### src/rtl/button_debounce_pkg.sv
// button_debounce_pkg: shared state encoding, default timing constants and counter sizing
package button_debounce_pkg;
    typedef enum logic [1:0] {RELEASED, PRESS_PEND, PRESSED, RELEASE_PEND} btn_state_t;
    localparam int DEF_N_BTN             = 2;
    localparam int DEF_DEBOUNCE_CYCLES   = 10000;
    localparam int DEF_LONG_PRESS_CYCLES = 1000000;
    function automatic int cnt_width(input int max_count);
        return $clog2(max_count + 1);
    endfunction
endpackage

### src/rtl/btn_channel.sv
// btn_channel: synchronizer, debounce fsm and long-press detection for one active-low button
module btn_channel
    import button_debounce_pkg::*;
#(
    parameter int DEBOUNCE_CYCLES   = DEF_DEBOUNCE_CYCLES,
    parameter int LONG_PRESS_CYCLES = DEF_LONG_PRESS_CYCLES
) (
    input  logic clk,
    input  logic reset,
    input  logic btn_n,
    output logic level,
    output logic press,
    output logic rel,
    output logic long_press
);
    localparam int DW = cnt_width(DEBOUNCE_CYCLES);
    localparam int LW = cnt_width(LONG_PRESS_CYCLES);
    logic sync1, sync2, s;
    btn_state_t state, state_n;
    logic [DW-1:0] dcnt, dcnt_n;
    logic [LW-1:0] lcnt, lcnt_n;
    logic level_n, press_n, rel_n, long_n;
    logic holding;
    assign s = ~sync2;
    assign holding = (state == PRESSED) || (state == RELEASE_PEND);
    always_ff @(posedge clk) begin
        if (reset) begin
            sync1      <= 1'b1;
            sync2      <= 1'b1;
            state      <= RELEASED;
            dcnt       <= '0;
            lcnt       <= '0;
            level      <= 1'b0;
            press      <= 1'b0;
            rel        <= 1'b0;
            long_press <= 1'b0;
        end else begin
            sync1      <= btn_n;
            sync2      <= sync1;
            state      <= state_n;
            dcnt       <= dcnt_n;
            lcnt       <= lcnt_n;
            level      <= level_n;
            press      <= press_n;
            rel        <= rel_n;
            long_press <= long_n;
        end
    end
    always_comb begin
        state_n = state;
        dcnt_n  = dcnt;
        press_n = 1'b0;
        rel_n   = 1'b0;
        lcnt_n  = (holding && lcnt != LW'(LONG_PRESS_CYCLES)) ? lcnt + LW'(1) : lcnt;
        long_n  = holding && (lcnt == LW'(LONG_PRESS_CYCLES - 2));
        case (state)
            RELEASED: begin
                if (s) begin
                    state_n = PRESS_PEND;
                    dcnt_n  = DW'(1);
                end
            end
            PRESS_PEND: begin
                if (!s) begin
                    state_n = RELEASED;
                    dcnt_n  = '0;
                end else if (dcnt == DW'(DEBOUNCE_CYCLES - 1)) begin
                    state_n = PRESSED;
                    dcnt_n  = '0;
                    lcnt_n  = '0;
                    press_n = 1'b1;
                end else begin
                    dcnt_n = dcnt + DW'(1);
                end
            end
            PRESSED: begin
                if (!s) begin
                    state_n = RELEASE_PEND;
                    dcnt_n  = DW'(1);
                end
            end
            RELEASE_PEND: begin
                if (s) begin
                    state_n = PRESSED;
                    dcnt_n  = '0;
                end else if (dcnt == DW'(DEBOUNCE_CYCLES - 1)) begin
                    state_n = RELEASED;
                    dcnt_n  = '0;
                    rel_n   = 1'b1;
                end else begin
                    dcnt_n = dcnt + DW'(1);
                end
            end
            default: state_n = RELEASED;
        endcase
        level_n = (state_n == PRESSED) || (state_n == RELEASE_PEND);
    end
endmodule

### src/rtl/button_debounce.sv
// button_debounce: independent debounced level, press, release and long-press outputs per button
module button_debounce
    import button_debounce_pkg::*;
#(
    parameter int N_BTN             = DEF_N_BTN,
    parameter int DEBOUNCE_CYCLES   = DEF_DEBOUNCE_CYCLES,
    parameter int LONG_PRESS_CYCLES = DEF_LONG_PRESS_CYCLES
) (
    input  logic             clk,
    input  logic             reset,
    input  logic [N_BTN-1:0] i_BTN,
    output logic [N_BTN-1:0] o_BTN_LEVEL,
    output logic [N_BTN-1:0] o_PRESS,
    output logic [N_BTN-1:0] o_RELEASE,
    output logic [N_BTN-1:0] o_LONG
);
    for (genvar g = 0; g < N_BTN; g++) begin : gen_ch
        btn_channel #(
            .DEBOUNCE_CYCLES  (DEBOUNCE_CYCLES),
            .LONG_PRESS_CYCLES(LONG_PRESS_CYCLES)
        ) u_ch (
            .clk       (clk),
            .reset     (reset),
            .btn_n     (i_BTN[g]),
            .level     (o_BTN_LEVEL[g]),
            .press     (o_PRESS[g]),
            .rel       (o_RELEASE[g]),
            .long_press(o_LONG[g])
        );
    end
endmodule

### config.mk
export PLATFORM = sky130hd
export DESIGN_NAME = button_debounce
export DESIGN_NICKNAME = d
export VERILOG_FILES = /design/src/rtl/button_debounce_pkg.sv /design/src/rtl/btn_channel.sv /design/src/rtl/button_debounce.sv
export SDC_FILE = /design/constraint.sdc
export NUM_CORES = 1
export LEC_CHECK = 0
export CAP_MARGIN = 20
export CORE_MARGIN = 4
export CORE_UTILIZATION = 33
export CTS_CLUSTER_DIAMETER = 60
export CTS_CLUSTER_SIZE = 12
export DETAILED_ROUTE_END_ITERATION = 6
export GPL_TIMING_DRIVEN = 0
export SETUP_SLACK_MARGIN = 0.2
export SLEW_MARGIN = 0
export SYNTH_ARGS = -nofsm -noshare
export SYNTH_HDL_FRONTEND = slang
export SYNTH_SLANG_ARGS = --single-unit
### constraint.sdc
create_clock -name clk -period 5.21 [get_ports clk]
set_input_delay 1.042 -clock clk [delete_from_list [all_inputs] [get_ports clk]]
set_output_delay 1.042 -clock clk [all_outputs]
set_load 0.05 [all_outputs]
## Yosys cells after proc, flatten, opt, wreduce, memory -nomap -nowiden

Cells that the tools add are included.
W data, S select, Z words.

| storage, ports and cells | value |
|---|---|
| logic and storage cells | 100 |
| output and inout port bits | 8 |
| register bits | 84 |

| cells by class | value |
|---|---|
| equality and inequality tests | 20 |
| bitwise gates (word level) | 6 |
| multiplexer cells | 36 |
| $add $sub $neg | 4 |
| reductions and logical operators | 16 |

Operator list:

| cell | count |
|---|---|
| $mux W20 | 8 |
| $mux W14 | 10 |
| $pmux W14 S4 | 2 |
| $add A20 B1 Y20 const B | 2 |
| $eq A20 B20 Y1 const B | 2 |
| $ne A20 B20 Y1 const B | 2 |
| $add A14 B1 Y14 const B | 2 |
| $eq A14 B14 Y1 const B | 2 |
| $mux W2 | 12 |
| $eq A2 B2 Y1 const B | 8 |
| $pmux W2 S4 | 2 |
| $reduce_or A3 Y1 | 4 |
| $not A1 Y1 | 6 |
| $eq A2 B1 Y1 const B | 2 |
| $logic_and A1 B1 Y1 | 4 |
| $logic_not A2 Y1 | 2 |
| $logic_or A1 B1 Y1 | 4 |
| $ne A2 B1 Y1 const B | 2 |
| $ne A2 B2 Y1 const B | 2 |
| $reduce_and A2 Y1 | 2 |
| $mux W1 | 2 |

## Depth between registers and ports, before layout

| logic depth | value |
|---|---|
| depth in word-level cells | 7 |
| mapped depth | 8 |

## Hierarchy

A second synthesis with hierarchy kept.

| unflattened totals | value |
|---|---|
| cell total of the unflattened synthesis | 487 |
| area total of the unflattened synthesis | 4164.0 um2 |

Modules (own cells, without submodules):

| module | cells an instance | instances | area each (um2) | sequential area each (um2) |
|---|---|---|---|---|
| btn_channel (gen_ch[1].u_ch) | 243 | 1 | 2103.3 | 820.8 |
| btn_channel (gen_ch[0].u_ch) | 244 | 1 | 2060.7 | 820.8 |

## Worst setup path before layout

No wires, ideal clock.

| timing | value |
|---|---|
| kind | input port to flip-flop |
| start | input reset |
| end | register gen_ch[1].u_ch.dcnt[13] |
| slack | 3.042 ns |
| data required time | 5.136 ns |
| stages on the path | 5 |
| buffers on the path | 2 |
| arrival | 2.094 ns |
| cells stage by stage | clkbuf_1 > or3_1 > buf_2 > or3_1 > o21ai_0 |

RTL lines:

| item | RTL line | RTL |
|---|---|---|
| start, declared | button_debounce.sv:10 | `input logic reset,` |
| end signal, assigned | btn_channel.sv:41 | `dcnt <= dcnt_n;` |
| end, declared | btn_channel.sv:20 | `logic [DW-1:0] dcnt, dcnt_n;` |

## Final worst setup path

| timing | value |
|---|---|
| start | register gen_ch[0].u_ch.level |
| end | output o_BTN_LEVEL[0] |

RTL lines:

| item | RTL line | RTL |
|---|---|---|
| start, declared | btn_channel.sv:11 | `output logic level,` |
| start signal, assigned | btn_channel.sv:43 | `level <= level_n;` |
| end, declared | button_debounce.sv:12 | `output logic [N_BTN-1:0] o_BTN_LEVEL,` |

No word-level cell between the ends.

==> impl_results.md <==
- Drt pass-1 iters: 4
- CP delay by family, top: buffers and inverters
- Vias per Instance: 5.07
- Final hold vios: 0
- ANT cells: 0
- CORE AREA: 11600 sq um
- Netlist cell types: 51
- Detail Placement HPWL: 5.40 mm
- Die W: 118 um
- FF+latch count, synth: 84
- DP Area: 4260 sq um
- Post-DRT Antenna Nets: 0
- Vert. Die Dim: 118 um
- Largest area contributor in the netlist: dfxtp_1
- FP Rows: 39
- P per Cell Area: 277 nW/um^2
- Synthesized area: 3970 sq um
- Max-cap violations: 0
- Crit path cell chain: buf_4 -> clkdlybuf4s50_1
- Crit path arrival time: 1.55 ns
- Worst-Margin Slew: 0.790 ns
- Clock tree buffer depth: 2
- Comb pwr share: 0.022
- Crit path time final: 2.59 ns
- Synth top area share: 0.423
- Internal: 0.000989 W
- Final WL: 7.73 mm
- Crit end category: primary output
- Status: complete, no violations
- Initial Util: 0.342
- DRT iter0 DRCs: 179
- Maximum number of pins on one net before global-route repair: 14
- Clk network pwr share: 0.463
- Required @ worst endpoint: 4.17 ns
- Crit path buf inv count: 2
- First-pass GRT wire length: 13.8 mm
- Syn Nets: 475
- Nets@finish: 497
- Io pins: 12
- Detailed-route DRC error count: 0
- Syn_area_per_cell: 8.58 sq um
- Post_cts resized: 0
- Area of the die: 13900 sq um
- Synth Flop Type: dfxtp_1
- RSZ-0062 raised after global routing: false
- Number of synthesized flops with an enable pin: 0
- Crit Path Category: flip-flop to primary output
- Synthesized instance count: 463
- Clock slew at reported path FFs: 0.06 ns
- Leak: 1.62 nW
- Peak VDD IR: 161 uV
- Design Area, Final: 4530 sq um
- Sink Count: 84
- CTS tree: yes
- Worst hold-check path type: flip-flop to flip-flop
- Sequential fraction of design power: 0.515
- Post-CTS Hold Fix Bufs: 0
- GRT overflow: 0
- GPL Wtd Cong: 0.816
- Synth warnings: 0
- Main area contributors after synthesis: dfxtp_1 (42%), nor2_1 (6.3%), xor2_1 (6.0%)
- CP max-delay cell: clkdlybuf4s50_1
- Port bufs: 11
- Share of cells above drive strength 1: 0.100
- Most frequent cells after synthesis: dfxtp_1 (84), nor2_1 (67), nand2_1 (34)
- WL/cell: 12.2 um
- Most frequent cell after synthesis: dfxtp_1
- Sequential share of the synthesized area: 0.423
- Skew final: 0.00424 ns
- Slew HR: 0.469
- Initial antenna violation count: 0
- Max Slew Vio Count: 0
- CP Max Fanout: 1
- Clk_lat worst skew: 0.34 ns
- Postcts setup bufs: 0
- FFs w/ async S/R, synth: 0
- Clk root buf: clkbuf_16
- Vias in the first global route: 3034
- Startpoint Class: flip-flop
- Fmax: 0.386 GHz
- Final setup fails: 0
- # H-tree levels: 3
- NetSw: 0.000268 W
- Total number of vias: 3209
- Worst path max stage delay: 0.79 ns
- GRT Total Usage: 0.118
- Tcrit/Tclk final: 0.497
- Area delta synth->final: 14.1%
- Setup TNS: 0 ns
- Total CTS buffers: 9
- Sw frac: 0.213
[layout make-up]
class	instances	area [sq um]
sequential	84	1680
multi-input combinational	341	2080
timing repair buffer	11	110
inverter	12	45.0
fill	1179	7080
tap	143	179
clock buffer	12	246
buffer	26	163
clock inverter	4	25.0
[logic make-up after synthesis]
kind of cell | Yosys count | synth area share
xor+xnor | 42 | 0.0945
buf+inv | 38 | 0.0523
mux | 3 | 0.00756
simple gates | 228 | 0.304
fa+ha+maj | 8 | 0.0252
flops | 84 | 0.423
compound gates | 60 | 0.0932
[metal layers]
metal,vias to the layer above,routed length (um),GRT usage
met2,39,3470,0.189
met5,-,0,0
li1,1664,-,-
met1,1494,3900,0.151
met3,12,246,0.0341
met4,0,111,0.0418
[layout by cell type, fill, tap and decap left out, types with 3 or more instances in the layout]
cell and n:
a21o_1 3, a21oi_1 15, a31oi_1 10, a41oi_1 3
and3_1 11, and4_1 7, buf_2 6, buf_4 11
clkbuf_1 8, clkbuf_16 9, clkdlybuf4s50_1 11, dfxtp_1 84
ha_1 8, inv_1 12, mux2i_1 3, nand2_1 34
nand3_1 29, nand4_1 22, nor2_1 67, nor3_1 14
nor4_1 7, nor4b_1 4, nor4bb_1 4, o21ai_0 17
or2_2 7, or3_1 3, or3_2 3, xnor2_1 14
xor2_1 27
[worst reg2reg max path, stage by stage, from the launching register on]
cell and delay, ns:
dfxtp_1 0.41, ha_1 0.26, nor4bb_1 0.27, and4_1 0.21, buf_2 0.15, nand2_1 0.12, o31ai_1 0.27, buf_2 0.28
nor2_1 0.07
[per-stage QoR]
step | util | power (W) | worst slack (ns) | hold slack, ns | std cells
2_1_floorplan | - | 0.000680 | 3.04 | 0.389 | 463
3_3_place_gp | 0.367 | 0.000690 | 2.32 | 0.399 | 617
3_5_place_dp | 0.367 | 0.000690 | 2.31 | 0.397 | 617
4_1_cts | 0.390 | 0.00128 | 2.58 | 0.414 | 633
5_1_grt | 0.390 | 0.00131 | 2.55 | 0.442 | 633
6_report | 0.390 | 0.00126 | 2.62 | 0.410 | 633
[power by group through the flow]
stage / Sequential (W) / Combinational (W) / Clock, W
floorplan: 0.000661 / 0.0000184 / 0
global placement: 0.000662 / 0.0000275 / 0
detailed placement: 0.000662 / 0.0000281 / 0
CTS: 0.000648 / 0.0000282 / 0.000604
global route: 0.000648 / 0.0000310 / 0.000632
finish: 0.000648 / 0.0000277 / 0.000582
[final timing paths]
kind | from | to | slack, ns | depth (start not counted)
min | gen_ch[0].u_ch.sync1 | gen_ch[0].u_ch.sync2 | 0.41 | 1
max reg2reg | gen_ch[1].u_ch.dcnt[0] | gen_ch[1].u_ch.lcnt[5] | 3.06 | 8
max | gen_ch[0].u_ch.level | o_BTN_LEVEL[0] | 2.62 | 2
min reg2reg | gen_ch[0].u_ch.sync1 | gen_ch[0].u_ch.sync2 | 0.41 | 1
[flip-flops by register name (all words and copies together) (netlist names)]
| signal | cells |
|---|---|
| gen_ch.u_ch.lcnt | 40 |
| gen_ch.u_ch.dcnt | 28 |
| gen_ch.u_ch.state | 4 |
| gen_ch.u_ch.level | 2 |
| gen_ch.u_ch.long_press | 2 |
| gen_ch.u_ch.press | 2 |
| gen_ch.u_ch.rel | 2 |
| gen_ch.u_ch.sync1 | 2 |
| gen_ch.u_ch.sync2 | 2 |
Power figures use the tool's default switching activity.
